<file path="config.mk">
export PLATFORM = sky130hd
export DESIGN_NAME = xsim_portal_source_arb
export DESIGN_NICKNAME = d
export VERILOG_FILES = /design/src/rtl/xsim_arb_pkg.sv /design/src/rtl/xsim_rr_picker.sv /design/src/rtl/xsim_portal_source_arb.sv
export SDC_FILE = /design/constraint.sdc
export NUM_CORES = 1
export LEC_CHECK = 0
export BUFFER_PORTS_ARGS = -buffer_cell sky130_fd_sc_hd__buf_2
export CELL_PAD_IN_SITES_DETAIL_PLACEMENT = 0
export CELL_PAD_IN_SITES_GLOBAL_PLACEMENT = 1
export CORE_MARGIN = 4
export CORE_UTILIZATION = 33
export CTS_CLUSTER_SIZE = 20
export DETAILED_ROUTE_END_ITERATION = 8
export GPL_TIMING_DRIVEN = 0
export HOLD_SLACK_MARGIN = 0.1
export PLACE_DENSITY = 0.83
export SYNTH_ARGS = -nofsm -noshare
export SYNTH_HDL_FRONTEND = slang
export SYNTH_HIERARCHICAL = 1
export SYNTH_SLANG_ARGS = --single-unit
export TNS_END_PERCENT = 50
</file>
<file path="constraint.sdc">
create_clock -name CLK -period 4.9 [get_ports CLK]
set_clock_uncertainty 0.1 [all_clocks]
set_input_delay 0.49 -clock CLK [delete_from_list [all_inputs] [get_ports CLK]]
set_output_delay 0.49 -clock CLK [all_outputs]
set_load 0.05 [all_outputs]
</file>
<file path="src/rtl/xsim_arb_pkg.sv">
// Shared types and header decode for the xsim portal source arbiter.
package xsim_arb_pkg;

   typedef logic [31:0] beat_t;

   typedef enum logic {IDLE, BODY} arb_state_t;

   localparam int HDR_LEN_MSB = 15;
   localparam int HDR_LEN_LSB = 0;

   // Message length in words (header included); a zero length still occupies the header beat.
   function automatic logic [15:0] hdr_len(beat_t b);
      logic [15:0] l;
      l = b[HDR_LEN_MSB:HDR_LEN_LSB];
      return (l == 16'd0) ? 16'd1 : l;
   endfunction

endpackage

</file>
<file path="src/rtl/xsim_rr_picker.sv">
// Rotating-priority encoder: first set req bit scanning last+1 .. last+N (mod N).
module xsim_rr_picker #(
   parameter int N  = 4,
   parameter int IW = $clog2(N)
) (
   input  logic [N-1:0]  req,
   input  logic [IW-1:0] last,
   output logic          any,
   output logic [IW-1:0] idx
);

   // Scan from the farthest slot back to the nearest so the nearest valid requester wins.
   always_comb begin
      any = 1'b0;
      idx = '0;
      for (int k = N; k >= 1; k--) begin
         if (req[IW'((int'(last) + k) % N)]) begin
            any = 1'b1;
            idx = IW'((int'(last) + k) % N);
         end
      end
   end

endmodule

</file>
<file path="src/rtl/xsim_portal_source_arb.sv">
// Message-atomic round-robin arbiter feeding one xsim msgSource beat channel.
// A grant is held for every beat of a message; length comes from header[15:0].
// Optional: define XSIM_ARB_WATCHDOG_EN to build a mid-message stall watchdog
// that releases the grant after TIMEOUT_CYCLES stalled cycles and pulses timeout_err.
module xsim_portal_source_arb
   import xsim_arb_pkg::*;
#(
   parameter  int NUM_PORTALS    = 4,
   parameter  int TIMEOUT_CYCLES = 1024,
   localparam int IW             = $clog2(NUM_PORTALS)
) (
   input  logic                          CLK,
   input  logic                          RST,
   input  logic [NUM_PORTALS-1:0][31:0]  portal_ids,
   input  logic [NUM_PORTALS-1:0]        req_valid,
   input  logic [NUM_PORTALS-1:0][31:0]  req_beat,
   output logic [NUM_PORTALS-1:0]        req_ready,
   output logic                          out_en_beat,
   output logic [31:0]                   out_portal,
   output logic [31:0]                   out_beat,
   output logic                          busy,
   output logic [IW-1:0]                 grant_idx,
   output logic                          timeout_err
);

   arb_state_t        r_state;
   logic [IW-1:0]     r_last;
   logic [IW-1:0]     r_grant;
   logic [15:0]       r_rem;
   logic              r_en;
   logic [31:0]       r_portal;
   logic [31:0]       r_beat;

   logic              w_any;
   logic [IW-1:0]     w_pidx;
   logic [IW-1:0]     w_idx;
   logic              w_xfer;
   logic [NUM_PORTALS-1:0] w_ready;
   beat_t             w_beat;
   logic [15:0]       w_len;

   xsim_rr_picker #(.N(NUM_PORTALS), .IW(IW)) u_picker (
      .req  (req_valid),
      .last (r_last),
      .any  (w_any),
      .idx  (w_pidx)
   );

   // Select the transferring requester; nothing is accepted while reset is held.
   always_comb begin
      w_xfer  = 1'b0;
      w_idx   = r_grant;
      w_ready = '0;
      if (!RST) begin
         if (r_state == IDLE) begin
            if (w_any) begin
               w_idx  = w_pidx;
               w_xfer = 1'b1;
            end
         end else if (req_valid[r_grant]) begin
            w_xfer = 1'b1;
         end
      end
      if (w_xfer) w_ready[w_idx] = 1'b1;
      w_beat = req_beat[w_idx];
      w_len  = hdr_len(w_beat);
   end

   assign req_ready   = w_ready;
   assign out_en_beat = r_en;
   assign out_portal  = r_portal;
   assign out_beat    = r_beat;
   assign busy        = (r_state == BODY);
   assign grant_idx   = r_grant;

`ifdef XSIM_ARB_WATCHDOG_EN
   logic [31:0] r_stall;
   logic        r_to;
   assign timeout_err = r_to;
`else
   assign timeout_err = 1'b0;
`endif

   // Arbitration state, beat counter and registered source-channel outputs.
   always_ff @(posedge CLK) begin
      if (RST) begin
         r_state  <= IDLE;
         r_last   <= IW'(NUM_PORTALS - 1);
         r_grant  <= '0;
         r_rem    <= '0;
         r_en     <= 1'b0;
         r_portal <= '0;
         r_beat   <= '0;
`ifdef XSIM_ARB_WATCHDOG_EN
         r_stall  <= '0;
         r_to     <= 1'b0;
`endif
      end else begin
         r_en <= w_xfer;
         if (w_xfer) begin
            r_beat   <= w_beat;
            r_portal <= portal_ids[w_idx];
         end
`ifdef XSIM_ARB_WATCHDOG_EN
         r_to <= 1'b0;
`endif
         case (r_state)
            IDLE: begin
               if (w_xfer) begin
                  r_grant <= w_idx;
                  if (w_len <= 16'd1) begin
                     r_last <= w_idx;
                  end else begin
                     r_state <= BODY;
                     r_rem   <= w_len - 16'd1;
                  end
`ifdef XSIM_ARB_WATCHDOG_EN
                  r_stall <= '0;
`endif
               end
            end
            BODY: begin
               if (w_xfer) begin
`ifdef XSIM_ARB_WATCHDOG_EN
                  r_stall <= '0;
`endif
                  if (r_rem == 16'd1) begin
                     r_state <= IDLE;
                     r_last  <= r_grant;
                  end else begin
                     r_rem <= r_rem - 16'd1;
                  end
               end
`ifdef XSIM_ARB_WATCHDOG_EN
               else if (r_stall == 32'(TIMEOUT_CYCLES - 1)) begin
                  // Give up on the stalled message; its leftovers will be seen as headers.
                  r_to    <= 1'b1;
                  r_state <= IDLE;
                  r_last  <= r_grant;
                  r_stall <= '0;
               end else begin
                  r_stall <= r_stall + 32'd1;
               end
`endif
            end
            default: r_state <= IDLE;
         endcase
      end
   end

endmodule

</file>
# == Word-level counts from Yosys, hierarchy flattened ==
# Cells that the tools add are included.
# totals
reg_bits,86
latchBits,0
ramBits,0
rom_bits,0
input_bits,262
word_cells,86
n_memories,0
# op_classes
add_sub_neg,6
multipliers,0
div_mod_pow,0
n_lt_le_gt_ge,8
eq_ne,7
shifts,0
n_mux,52
n_bitwise,1
reduce_logical,5
# ops
op,n
32-bit binary-select mux with 2-bit select,2
16-bit 2-to-1 mux,5
32-bit 2-to-1 mux,2
16-bit one-hot mux with 2 select lines,1
"16-bit by 1-bit subtractor with 16-bit output, second input constant",2
1-bit 2-to-1 mux,22
2-bit 2-to-1 mux,11
"16-bit by 1-bit == test with 1-bit output, second input constant",1
"16-bit by 1-bit <= comparator with 1-bit output, second input constant",1
16-bit logical NOT,1
"2-bit by 4-bit < comparator with 1-bit output, second input constant",4
1-bit binary-select mux with 2-bit select,5
4-bit AND reduction,2
"2-bit by 3-bit < comparator with 1-bit output, second input constant",2
"2-bit by 1-bit != test with 1-bit output, second input constant",3
"2-bit != test, second input constant",3
"2-bit by 1-bit adder with 2-bit output, second input constant",2
"2-bit adder, second input constant",2
4-bit 2-to-1 mux,1
2-bit one-hot mux with 2 select lines,1
1-bit demux with 2-bit select,1
"2-bit by 1-bit >= comparator with 1-bit output, second input constant",1
1-bit one-hot mux with 2 select lines,1
2-bit AND reduction,1
other kinds (2),2

# == Logic depth before layout (Yosys ltp) ==
# Gate-level depths: netlist of run 1.
# depth
word_depth,19
ltp_mapped,19

# == Hierarchy ==
# The synthesis of run 1 kept the hierarchy.
# modules_own_cells
mod,instances,cells_per_inst,area_each_um2,seq_area_each_um2
xsim_portal_source_arb,1,836,6638.9,1721.7
xsim_rr_picker,1,14,91.3,0.0

# == Least setup slack after synthesis of run 1 ==
# OpenSTA, ideal clock, no wires.
# synth_path
path_type,input to register
start,input req_valid[2]
end,register r_rem[3]
setup_time_ns,0.117
arrival_time_ns,4.200
path_slack_ns,0.482
path_stages,17
path_cell_list,and2b_1 a21oi_2 o221ai_2 buf_2 buf_4 mux4_2 mux2i_4 o2111ai_4 or2_4 nor3_2 nor2b_1 ha_1 o211a_1 and4_1 buf_2 or3_1 a32o_1
# synth_via
elab_chain_len,18
# synth_lines
item,line,text
start: declaration,xsim_portal_source_arb.sv:15,"input logic [NUM_PORTALS-1:0] req_valid,"
1-bit binary-select mux with 2-bit select,xsim_rr_picker.sv:17,if (req[IW'((int'(last) + k) % N)]) begin
1-bit 2-to-1 mux (implied by the code) (2 in a row),xsim_rr_picker.sv:17,
2-bit 2-to-1 mux (3 in a row),xsim_rr_picker.sv:17,
2-bit 2-to-1 mux (*),xsim_rr_picker.sv:17,
named net w_pidx[0],xsim_portal_source_arb.sv:35,logic [IW-1:0] w_pidx;
2-bit 2-to-1 mux (*),xsim_portal_source_arb.sv:56,if (w_any) begin
2-bit 2-to-1 mux (*),xsim_portal_source_arb.sv:55,if (r_state == IDLE) begin
2-bit 2-to-1 mux (*),xsim_portal_source_arb.sv:54,if (!RST) begin
32-bit binary-select mux with 2-bit select (*),xsim_portal_source_arb.sv:65,w_beat = req_beat[w_idx];
32-bit 2-to-1 mux (implied by the code) (*),xsim_portal_source_arb.sv:65,
16-bit logical NOT,xsim_arb_pkg.sv:15,return (l == 16'd0) ? 16'd1 : l;
16-bit 2-to-1 mux (*),xsim_arb_pkg.sv:15,
16-bit by 1-bit subtractor with 16-bit output,xsim_portal_source_arb.sv:115,r_rem <= w_len - 16'd1;
16-bit 2-to-1 mux,xsim_portal_source_arb.sv:111,if (w_len <= 16'd1) begin
16-bit 2-to-1 mux,xsim_portal_source_arb.sv:109,if (w_xfer) begin
16-bit one-hot mux with 2 select lines,xsim_portal_source_arb.sv:107,case (r_state)
end signal: assignment,xsim_portal_source_arb.sv:115,
end signal: assignment,xsim_portal_source_arb.sv:131,r_rem <= r_rem - 16'd1;
end: declaration,xsim_portal_source_arb.sv:29,logic [15:0] r_rem;
# Mark *: on every way through the listed nets, which the timed path passes. The rest lies on a longest branch. The select of a mux whose other input is x is not followed.
# A chain may end at the register's enable or synchronous reset.

# == Worst setup path after layout of run 1 ==
# layout_path
start,"register r_grant[1], in the netlist grant_idx[1]"
end,register r_rem[13]
# layout_via
elab_chain_len,11
# layout_lines
item,line,text
start: declaration,xsim_portal_source_arb.sv:28,logic [IW-1:0] r_grant;
start signal: assignment,xsim_portal_source_arb.sv:110,r_grant <= w_idx;
2-bit 2-to-1 mux,xsim_portal_source_arb.sv:56,
2-bit 2-to-1 mux,xsim_portal_source_arb.sv:55,
2-bit 2-to-1 mux,xsim_portal_source_arb.sv:54,
32-bit binary-select mux with 2-bit select,xsim_portal_source_arb.sv:65,
32-bit 2-to-1 mux (implied by the code),xsim_portal_source_arb.sv:65,
16-bit logical NOT,xsim_arb_pkg.sv:15,
16-bit 2-to-1 mux,xsim_arb_pkg.sv:15,
16-bit by 1-bit subtractor with 16-bit output,xsim_portal_source_arb.sv:115,
16-bit 2-to-1 mux,xsim_portal_source_arb.sv:111,
16-bit 2-to-1 mux,xsim_portal_source_arb.sv:109,
16-bit one-hot mux with 2 select lines,xsim_portal_source_arb.sv:107,
# Several ways; a longest one is shown, not always the timed one. The select of a mux whose other input is x is not followed.

==> results of run 1 <==
## layer usage
layer | global-route usage, % | up-vias | wire, um
li1 | - | 3876 | -
met1 | 29.6 | 3796 | 11300
met2 | 43.0 | 333 | 14900
met3 | 5.36 | 67 | 2040
met4 | 11.2 | 2 | 1300
met5 | 0 | - | 7
## registers in the layout, indices dropped and copies added (netlist names)
name / flops
out_beat: 32
out_portal: 32
r_rem: 16
grant_idx: 2
r_last: 2
busy: 1
out_en_beat: 1
## worst max-delay path: cells and delay by family, from the launching register on
family | cells | cell delay, ns
mux | 2 | 0.64
buf+inv | 4 | 1.21
simple gates | 4 | 0.82
fa+ha+maj | 1 | 0.27
flops | 1 | 0.49
compound gates | 4 | 0.94
## per-stage QoR
stage                     hold slack [ns]  cell area (um^2)  util (%)
after floorplan                     0.363              6730         -
after global placement              0.362              8720      44.1
after detailed placement            0.370              8720      44.1
after CTS                           0.385              9060      45.8
after global routing                0.415              9170      46.4
final                               0.381              9170      46.4
## cell usage in the layout, fill, tap and decap left out, types with 7 or more instances in the layout
master	count
or3_1	7
and3_1	8
nor3_1	15
nand3_1	10
mux2i_1	15
dfxtp_1	85
and2_1	49
buf_2	339
clkbuf_1	62
mux2_2	8
inv_1	11
buf_4	8
a311oi_1	49
clkbuf_16	9
nand2_1	127
a211oi_1	64
mux2i_4	8
a21oi_1	62
mux4_2	28
nor2_1	102
o21ai_0	13
## cells by family (layout without fill, tap and decap cells)
group	Yosys count	in the layout
and+or+nand+nor	346	346
AOI/OAI and AO/OA	252	252
buffers and inverters	95	448
DFF	86	86
muxes	60	60
xor gates and xnor gates	6	6
adders and majority gates	4	4
other	1	6
## how the worst max path moves through the flow
| stage | startpoint | cells past startpoint | end | slack [ns] |
|---|---|---|---|---|
| 2_1_floorplan | req_valid[2] | 17 | r_rem[3] | 0.48 |
| 3_3_place_gp | req_valid[2] | 18 | r_rem[0] | -0.36 |
| 3_5_place_dp | req_valid[2] | 18 | r_rem[5] | -0.43 |
| 4_1_cts | r_last[1] | 18 | r_rem[5] | 0.001 |
| 5_1_grt | grant_idx[1] | 15 | r_rem[15] | 0.02 |
| 6_report | grant_idx[1] | 15 | r_rem[13] | 0.30 |
## cell type report
cell class              instances  area, um^2
diodes                          5        12.5
plain buffers                  82         409
clock buffers                  12         256
clock inverters                 4        55.1
fillers                      2072       10600
inverters                      13        48.8
multi-input cells             669        4630
flip-flops and latches         86        1720
well taps                     265         332
repair buffers                337        1700
## timing repair
| action | 4_1_cts | 5_1_grt |
|---|---|---|
| setup endpoints to repair | 15 | 16 |
| resized for setup | 5 | 13 |
| buffers inserted | 0 | 5 |
## power groups by stage
stage          combinational [mW]  clock [mW]  sequential [mW]
2_1_floorplan               0.680           0             1.06
3_3_place_gp                 1.29           0            0.860
3_5_place_dp                 1.29           0            0.861
4_1_cts                      1.30       0.735            0.848
5_1_grt                      1.44       0.763            0.858
6_report                     1.34       0.718            0.849
==> results by group, run 1 <==
Setup path
  • Critical path's most frequent cell: buf_2
  • Terminus of the critical flop-to-flop path: r_rem[13]
  • Worst r2r src: grant_idx[1]
  • Worst Setup End Kind: register
  • Critical path type: register to register
  • Crit-path max FO: 10
  • CP cell instances: clkbuf_1, buf_2, mux4_2, mux2i_4, o2111ai_4, or2_4, nor3_4, nor2b_1, ha_1, o211a_1, and4_1, buf_2, buf_4, o311ai_0, o21ai_1
  • Reg2reg path depth: 15
  • Worst Path Arrival: 4.72 ns
  • Crit path launch type: register
  • Critical Path RT: 5.02 ns
  • Slowest stage delay, CP: 0.49 ns
  • Internal reg-to-reg setup slack: 0.30 ns
  • Critical-path top delay cell: dfxtp_1

Synthesis
  • Synth Register Bits: 86
  • Post-synth top area share: 25.6%
  • Post-synthesis xor/xnor area fraction: 0.781%
  • Adder-cell share of the synthesized area: 0.744%
  • Number of synthesized flops with an enable pin: 0
  • Most used DFF post-synth: dfxtp_1
  • Async S/R FF share, synth: 0%
  • Most common cell in the netlist: nand2_1
  • Yosys warns: 6
  • Post-synthesis average cell area: 7.92 um^2
  • Largest family of logic cells by synthesized area: compound AO/OA/AOI/OAI gates
  • Top cells by area, synth: dfxtp_1 (26%), mux4_2 (9.4%), a211oi_1 (7.1%)
  • Simple-Gate Fraction of Synth Area: 23.6%
  • Compound-Gate Fraction of Synth Area: 27.5%
  • Mapped Cells: 850
  • Syn_nets: 1116
  • Synth top cells by count: nand2_1 (127), nor2_1 (102), dfxtp_1 (86), a211oi_1 (64), a21oi_1 (62)
  • Post-synth cell types: 75
  • Leading area contributor after synthesis: dfxtp_1
  • Portion of netlist area occupied by mux cells: 15.0%
  • Register area share after synthesis: 25.6%
  • Syn Std Cell Area: 6730 um^2

Clock network
  • CTS Hold Bufs: 0
  • CTS tree: yes
  • Root Buffer Master: clkbuf_16
  • Number of buffers created by CTS: 9
  • Clock latency on the worst-skew pair: 0.35 ns
  • Max H-tree Level: 3
  • Clock Sinks: 86
  • CTS clk-pin slew, worst paths: 0.06 ns
  • Clock Tree Buf Depth: 2

Placed design
  • Dpl ws: -0.428 ns
  • GP Congestion: 0.939
  • Hpwl dp: 24400 um
  • Cell count after placement: 1447
  • I/O Buffers: 332

Timing
  • FMAX: 0.218 GHz
  • Setup TNS: 0 ns
  • Final Setup Violations: 0
  • Slew Limit Headroom: 8.73%
  • PnR worst setup slack: 0.303 ns
  • Min cycle time layout: 4.60 ns
  • Tightest Pin Transition: 1.33 ns
  • RSZ-0062 raised after global routing: false
  • Period utilization: 93.8%
  • Final max-slew violation count: 0
  • Final hold violations: 0

Min path
  • Hold Path End: out_beat[16]
  • Min-delay src: out_beat[16]
  • Hold Path Cell Cnt: 2
  • Hold crit path type: register to register

Pwr
  • NetSw: 1.22 mW
  • Worst VDD drop: 0.154 mV
  • Power Total: 2.90 mW
  • Clock share of power: 24.7%
  • Sw Share: 41.9%
  • Combinational power share: 46.0%
  • Power Internal: 1.69 mW
  • Reg power frac: 29.2%
  • Power Density: 317 nW/um^2
  • Leak: 4.00 nW

Final layout
  • Layout net count: 1464
  • Non-Filler Instances: 1473
  • Layout area overhead: 36.3%
  • Share of layout cells above drive strength 1: 36.1%

Drt
  • DRC violations left: 0
  • WL/cell: 20.1 um
  • ANT nets after route: 0
  • Drt initial violations: 510
  • Via count: 8074
  • DRT Wirelength: 29600 um
  • Drt pass-1 iters: 7
  • Vias/cell: 5.48

GRT
  • First-pass GRT wire length: 43800 um
  • Total Routing Usage GR: 24.9%
  • Largest net degree at the start of global routing: 15
  • Vias in the first global route: 8133
  • Global route total overflow: 0
  • Antenna violations before repair: 7

Flow run
  • # Max-Cap Violations: 0

Outcome
  • Outcome: finished, final reports clean

Floorplan
  • # rows: 51
  • Die area: 22700 um^2
  • IO Pins: 335
  • Die H: 151 um
  • Initial Utilization: 34.0%
  • Core ar.: 19800 um^2
  • Die Width: 151 um
Note: power is estimated with default switching activity, not from simulation.
==> inputs of run 2 (changes only) <==
--- a/config.mk
+++ b/config.mk
@@ -9,5 +9,4 @@
 export CELL_PAD_IN_SITES_DETAIL_PLACEMENT = 0
 export CELL_PAD_IN_SITES_GLOBAL_PLACEMENT = 1
-export CORE_MARGIN = 4
 export CORE_UTILIZATION = 33
 export CTS_CLUSTER_SIZE = 20
==> constraint.sdc (replaced) <==
create_clock -name CLK -period 4.9 [get_ports CLK]
set_clock_uncertainty 0.1 [all_clocks]
set_input_delay 0.49 -clock CLK [delete_from_list [all_inputs] [get_ports CLK]]
set_output_delay 0.49 -clock CLK [all_outputs]
set_load 0.01 [all_outputs]
==> results by group, run 2 (synthesis results as in run 1) <==
Clock network
  • Clock latency on the worst-skew pair: 0.35 ns (about the same)
  • CTS Hold Bufs: 0 (unchanged)
  • Clock Tree Buf Depth: 2 (unchanged)
  • Max H-tree Level: 3 (unchanged)
  • Number of buffers created by CTS: 9 (unchanged)
  • CTS tree: yes
  • Root Buffer Master: clkbuf_16
  • CTS clk-pin slew, worst paths: 0.06 ns (about the same)
  • Clock Sinks: 86 (unchanged)

Drt
  • DRT Wirelength: 29100 um (-1.8%)
  • ANT nets after route: 0 (unchanged)
  • WL/cell: 19.8 um (-1.6%)
  • Via count: 8076 (+0.025%)
  • Drt pass-1 iters: 5 (-2)
  • DRC violations left: 0 (unchanged)
  • Vias/cell: 5.49 (+0.23%)
  • Drt initial violations: 467 (-8.4%)

Pwr
  • Power Total: 2.70 mW (-7.0%)
  • Power Density: 295 nW/um^2 (-6.7%)
  • Worst VDD drop: 0.162 mV (+4.8%)
  • Leak: 3.98 nW (-0.46%)

Floorplan
  • Initial Utilization: 34.1% (+0.11 points)
  • IO Pins: 335 (unchanged)
  • # rows: 51 (unchanged)
  • Die area: 21000 um^2 (-7.8%)
  • Core ar.: 19700 um^2 (-0.32%)
  • Die Width: 145 um (-4.0%)
  • Die H: 145 um (-4.0%)

Timing
  • Period utilization: 94.4% (+0.62 points)
  • PnR worst setup slack: 0.273 ns (-0.0303 ns)
  • RSZ-0062 raised after global routing: false
  • Slew Limit Headroom: 18.7% (+10 points)
  • Final Setup Violations: 0 (unchanged)
  • Min cycle time layout: 4.63 ns (+0.0303 ns)
  • Setup TNS: 0 ns (unchanged)
  • Final max-slew violation count: 0 (unchanged)
  • Final hold violations: 0 (unchanged)
  • Tightest Pin Transition: 1.19 ns (-0.145 ns)
  • FMAX: 0.216 GHz (-0.66%)

Setup path
  • Critical path type: register to register
  • Delay-heaviest family, CP: compound AO/OA/AOI/OAI gates
  • Worst r2r src: r_last[1]
  • Critical path's most frequent cell: buf_4
  • CP cell instances: nand2b_1, a21oi_2, o221ai_2, buf_4, buf_6, mux4_2, mux2i_4, o2111ai_4, or2_4, nor3_4, nor2b_1, ha_1, o211a_1, and4_1, buf_2, buf_4, o311ai_0, o21ai_0
  • Critical path origin: r_last[1]
  • Crit path launch type: register
  • Critical Path RT: 5.01 ns (about the same)
  • Worst Path Arrival: 4.74 ns (+0.02 ns)
  • Critical-path top delay cell: mux4_2
  • Worst Setup End Kind: register
  • Slowest stage delay, CP: 0.55 ns (+0.06 ns)
  • WP depth: 18 (+3)
  • CP Buf/Inv Count: 4 (unchanged)
  • Crit-path max FO: 10 (unchanged)
  • Reg2reg path depth: 18 (+3)

GRT
  • Vias in the first global route: 7889 (-3.0%)
  • Global route total overflow: 0 (unchanged)
  • Total Routing Usage GR: 27.2% (+2.3 points)
  • Largest net degree at the start of global routing: 15 (unchanged)
  • Antenna violations before repair: 5 (-2)
  • First-pass GRT wire length: 43200 um (-1.3%)

Flow run
  • # Max-Cap Violations: 0 (unchanged)

Min path
  • Min-delay src: out_beat[23]
  • Hold Path Cell Cnt: 2 (unchanged)
  • Hold crit path type: register to register

Placed design
  • GP Congestion: 0.919 (-2.2%)
  • Hpwl dp: 23900 um (-2.1%)
  • Placed inst area: 8720 um^2 (unchanged)
  • Dpl ws: -0.434 ns (-0.00569 ns)
  • I/O Buffers: 332 (unchanged)

Final layout
  • Final instance area: 9140 um^2 (-0.30%)
  • Share of layout cells above drive strength 1: 36.0% (-0.11 points)
  • Layout net count: 1462 (-0.14%)
  • Most frequent cells in the layout: buf_2 (339), nand2_1 (127), nor2_1 (102), dfxtp_1 (85), a211oi_1 (64)
  • Commonest non-fill, non-tap cell in the layout: buf_2
  • Fill cells: 2048 (-1.2%)
  • Layout area overhead: 35.8%

Outcome
  • Outcome: finished, final reports clean
-- run 2: routing by layer --
metal	up-vias	track usage, %	routed length, um
met5	-	0	0
met4	0	8.92	786
met3	51	5.59	1630
met2	288	48.3	14900
met1	3877	32.5	11800
li1	3860	-	-
-- run 2: layout make-up --
type	instances	area (um^2)	area share, %
clock inverters	5	58.8	0.643
repair buffers	335	1680	18.4
plain buffers	82	409	4.48
diodes	4	10.0	0.109
flip-flops and latches	86	1720	18.8
clock buffers	11	243	2.65
multi-input cells	669	4630	50.7
inverters	13	48.8	0.534
well taps	265	332	3.63
-- run 2: timing repair --
action,CTS,global route
resized for setup,6,10
gates cloned,0,0
setup buffers,2,1
endpoints found under the setup margin,15,15
-- run 2: worst register-to-register path: stages (launching register included) --
cell and delay [ns]:
dfxtp_2 0.39, nand2b_1 0.14, a21oi_2 0.06, o221ai_2 0.16, buf_4 0.19, buf_6 0.18
mux4_2 0.55, mux2i_4 0.26, o2111ai_4 0.22, or2_4 0.33, nor3_4 0.18, nor2b_1 0.10
ha_1 0.27, o211a_1 0.28, and4_1 0.19, buf_2 0.18, buf_4 0.20, o311ai_0 0.34
o21ai_0 0.15
-- run 2: path summary, 6_finish.rpt --
check / to / slack, ns
worst min register to register: out_beat[23] / 0.38
worst min-delay path: out_beat[23] / 0.38
worst max-delay path: r_rem[6] / 0.27
worst max register to register: r_rem[6] / 0.27
-- run 2: per-stage QoR --
step	utilization, %	hold slack [ns]	instances
2_1_floorplan	-	0.363	850
3_3_place_gp	44.2	0.364	1447
3_5_place_dp	44.2	0.370	1447
4_1_cts	46.0	0.384	1465
5_1_grt	46.4	0.414	1470
6_report	46.4	0.381	1470
-- run 2: power by group --
group	total [mW]	switching [mW]	internal, mW	leakage [nW]
combinational	1.14	0.673	0.469	3.13
sequential	0.850	0.0610	0.789	0.708
clock	0.709	0.300	0.410	0.142
==> inputs of run 3 (changes only) <==
- REMOVE_ABC_BUFFERS: not set -> 1
==> results by group, run 3 (synthesis results as in run 1) <==
Setup path
  • WP depth: 15 (-3)
  • CP cell instances: nand2b_1, a21oi_2, o221ai_4, buf_12, mux4_2, mux2i_4, o2111ai_4, or2_4, nor3_2, nor2b_1, ha_1, o211a_1, and4_2, or3_1, a32o_1
  • Reg2reg path depth: 15 (-3)
  • Delay-heaviest family, CP: simple AND/OR/NAND/NOR gates
  • Worst Path Arrival: 4.85 ns (+0.11 ns)
  • Slowest stage delay, CP: 0.55 ns (about the same)
  • Worst Setup End Kind: register
  • CP Buf/Inv Count: 1 (-3)
  • Crit-path max FO: 20 (+10)
  • Critical Path RT: 5.05 ns (+0.04 ns)
  • Crit path launch type: register
  • Critical-path top delay cell: mux4_2
  • Critical path type: register to register

Pwr
  • Reg power frac: 32.8% (+1.3 points)
  • Combinational power share: 39.8% (-2.5 points)
  • NetSw: 963 uW (-6.8%)
  • Power Density: 293 nW/um^2 (-0.85%)
  • Clock share of power: 27.3% (+1.0 points)
  • Worst VDD drop: 0.140 mV (-14%)
  • Leak: 3.90 nW (-1.9%)
  • Sw Share: 36.6% (-1.6 points)
  • Power Total: 2.63 mW (-2.6%)
  • Power Internal: 1.67 mW (about the same)

Clock network
  • Number of buffers created by CTS: 9 (unchanged)
  • Max H-tree Level: 3 (unchanged)
  • CTS clk-pin slew, worst paths: 0.07 ns (about the same)
  • Clock Sinks: 86 (unchanged)
  • Post-CTS Setup Bufs: 0 (-2)
  • Root Buffer Master: clkbuf_16
  • Clock Tree Buf Depth: 2 (unchanged)
  • CTS tree: yes
  • Clock latency on the worst-skew pair: 0.35 ns (about the same)

Final layout
  • Register area: 1730 um^2 (+0.15%)
  • Diode count: 0 (-4)
  • Final instance area: 8980 um^2 (-1.8%)
  • Share of layout cells above drive strength 1: 38.3% (+2.3 points)
  • Fill cells: 1998 (-2.4%)
  • Commonest non-fill, non-tap cell in the layout: buf_2
  • Final core occ: 45.5% (-0.82 points)
  • Most frequent cells in the layout: buf_2 (332), nand2_1 (126), nor2_1 (102), dfxtp_1 (83), a211oi_1 (64)
  • Layout area overhead: 33.4%
  • Layout net count: 1389 (-5.0%)
  • Multi-input gate area: 4680 um^2 (+0.89%)

GRT
  • Antenna violations before repair: 0 (-5)
  • Total Routing Usage GR: 20.2% (-7.0 points)
  • First-pass GRT wire length: 33100 um (-23%)
  • Vias in the first global route: 6551 (-17%)
  • Global route total overflow: 0 (unchanged)
  • Largest net degree at the start of global routing: 80 (+65)

Timing
  • Final hold violations: 0 (unchanged)
  • Slew Limit Headroom: 24.2% (+5.5 points)
  • Final Setup Violations: 0 (unchanged)
  • RSZ-0062 raised after global routing: false
  • Final max-slew violation count: 0 (unchanged)
  • Period utilization: 96.0% (+1.6 points)
  • FMAX: 0.213 GHz (-1.7%)
  • PnR worst setup slack: 0.195 ns (-0.0779 ns)
  • Min cycle time layout: 4.70 ns (+0.0779 ns)
  • Tightest Pin Transition: 1.14 ns (-0.0504 ns)

Floorplan
  • Die H: 145 um (unchanged)
  • # rows: 51 (unchanged)
  • Die Width: 145 um (unchanged)
  • Core ar.: 19700 um^2 (unchanged)
  • Initial Utilization: 34.1% (unchanged)
  • Die area: 21000 um^2 (unchanged)
  • IO Pins: 335 (unchanged)

Outcome
  • Outcome: finished, final reports clean

Min path
  • Hold Path Cell Cnt: 2 (unchanged)
  • Hold crit path type: register to register

Drt
  • DRT Wirelength: 22500 um (-22%)
  • Via count: 7497 (-7.2%)
  • Drt initial violations: 517 (+11%)
  • ANT nets after route: 0 (unchanged)
  • Vias/cell: 5.38 (-2.0%)
  • WL/cell: 16.2 um (-18%)
  • DRC violations left: 0 (unchanged)
  • Drt pass-1 iters: 5 (unchanged)

Placed design
  • Placed inst area: 8610 um^2 (-1.2%)
  • GP Congestion: 0.820 (-11%)
  • Hpwl dp: 16300 um (-32%)
  • I/O Buffers: 333 (+0.30%)
  • Dpl ws: -0.875 ns (-0.441 ns)

Flow run
  • # Max-Cap Violations: 0 (unchanged)
## run 3: changes by cell type in the layout (fill, tap and decap cells not counted), moves of 3 or more
cell / before / now
buf_12: 2 / 5
buf_16: 0 / 4
buf_2: 339 / 332
buf_4: 7 / 1
buf_6: 6 / 1
clkbuf_1: 62 / 0
diode_2: 4 / 0
## run 3: what timing repair did
action | CTS | global route
gates cloned | 1 | 0
gates resized for setup | 6 | 7
endpoints found under the setup margin | 17 | 15
hold buffers | 0 | 0
pin swaps | 1 | 0
## run 3: tightest hold or removal path, stage by stage, from the launching register on
cell and delay, ns:
dfxtp_1 0.32, a21oi_1 0.06, nor2_1 0.07
## run 3: area by class of cell
type                    instances  share of cell area (%)
clock buffers                  10                    2.66
inverters                      13                   0.543
flip-flops and latches         86                    19.2
clock inverters                 6                   0.780
repair buffers                343                    21.1
well taps                     265                    3.69
multi-input cells             670                    52.1
## run 3: routing by layer
metal | share of wire, % | wire [um] | track usage, %
met4 | 2.2 | 486 | 8.37
met3 | 6.2 | 1390 | 3.29
met1 | 42 | 9460 | 23.8
met2 | 50 | 11200 | 36.1
met5 | 0 | 0 | 0
## run 3: worst paths after layout
check | from | to | slack, ns
setup reg to reg | r_last[1] | r_rem[3] | 0.20
hold reg to reg | out_portal[28] | out_portal[28] | 0.38
hold / removal | out_portal[28] | out_portal[28] | 0.38
setup / recovery | r_last[1] | r_rem[3] | 0.20
## run 3: metrics by stage
step / cells / hold slack [ns] / setup TNS, ns
2_1_floorplan: 768 / 0.363 / -96.75
5_1_grt: 1393 / 0.405 / 0
4_1_cts: 1393 / 0.386 / 0
3_3_place_gp: 1366 / 0.363 / -388.89
3_5_place_dp: 1376 / 0.370 / -12.87
6_report: 1393 / 0.382 / 0
## run 3: power by group through the flow
| stage | Clock (mW) | Sequential (mW) | Combinational, mW |
|---|---|---|---|
| 2_1_floorplan | 0 | 0.893 | 0.620 |
| 3_3_place_gp | 0 | 0.873 | 1.00 |
| 3_5_place_dp | 0 | 0.877 | 1.03 |
| 4_1_cts | 0.739 | 0.862 | 1.04 |
| 5_1_grt | 0.766 | 0.876 | 1.15 |
| 6_report | 0.719 | 0.863 | 1.05 |
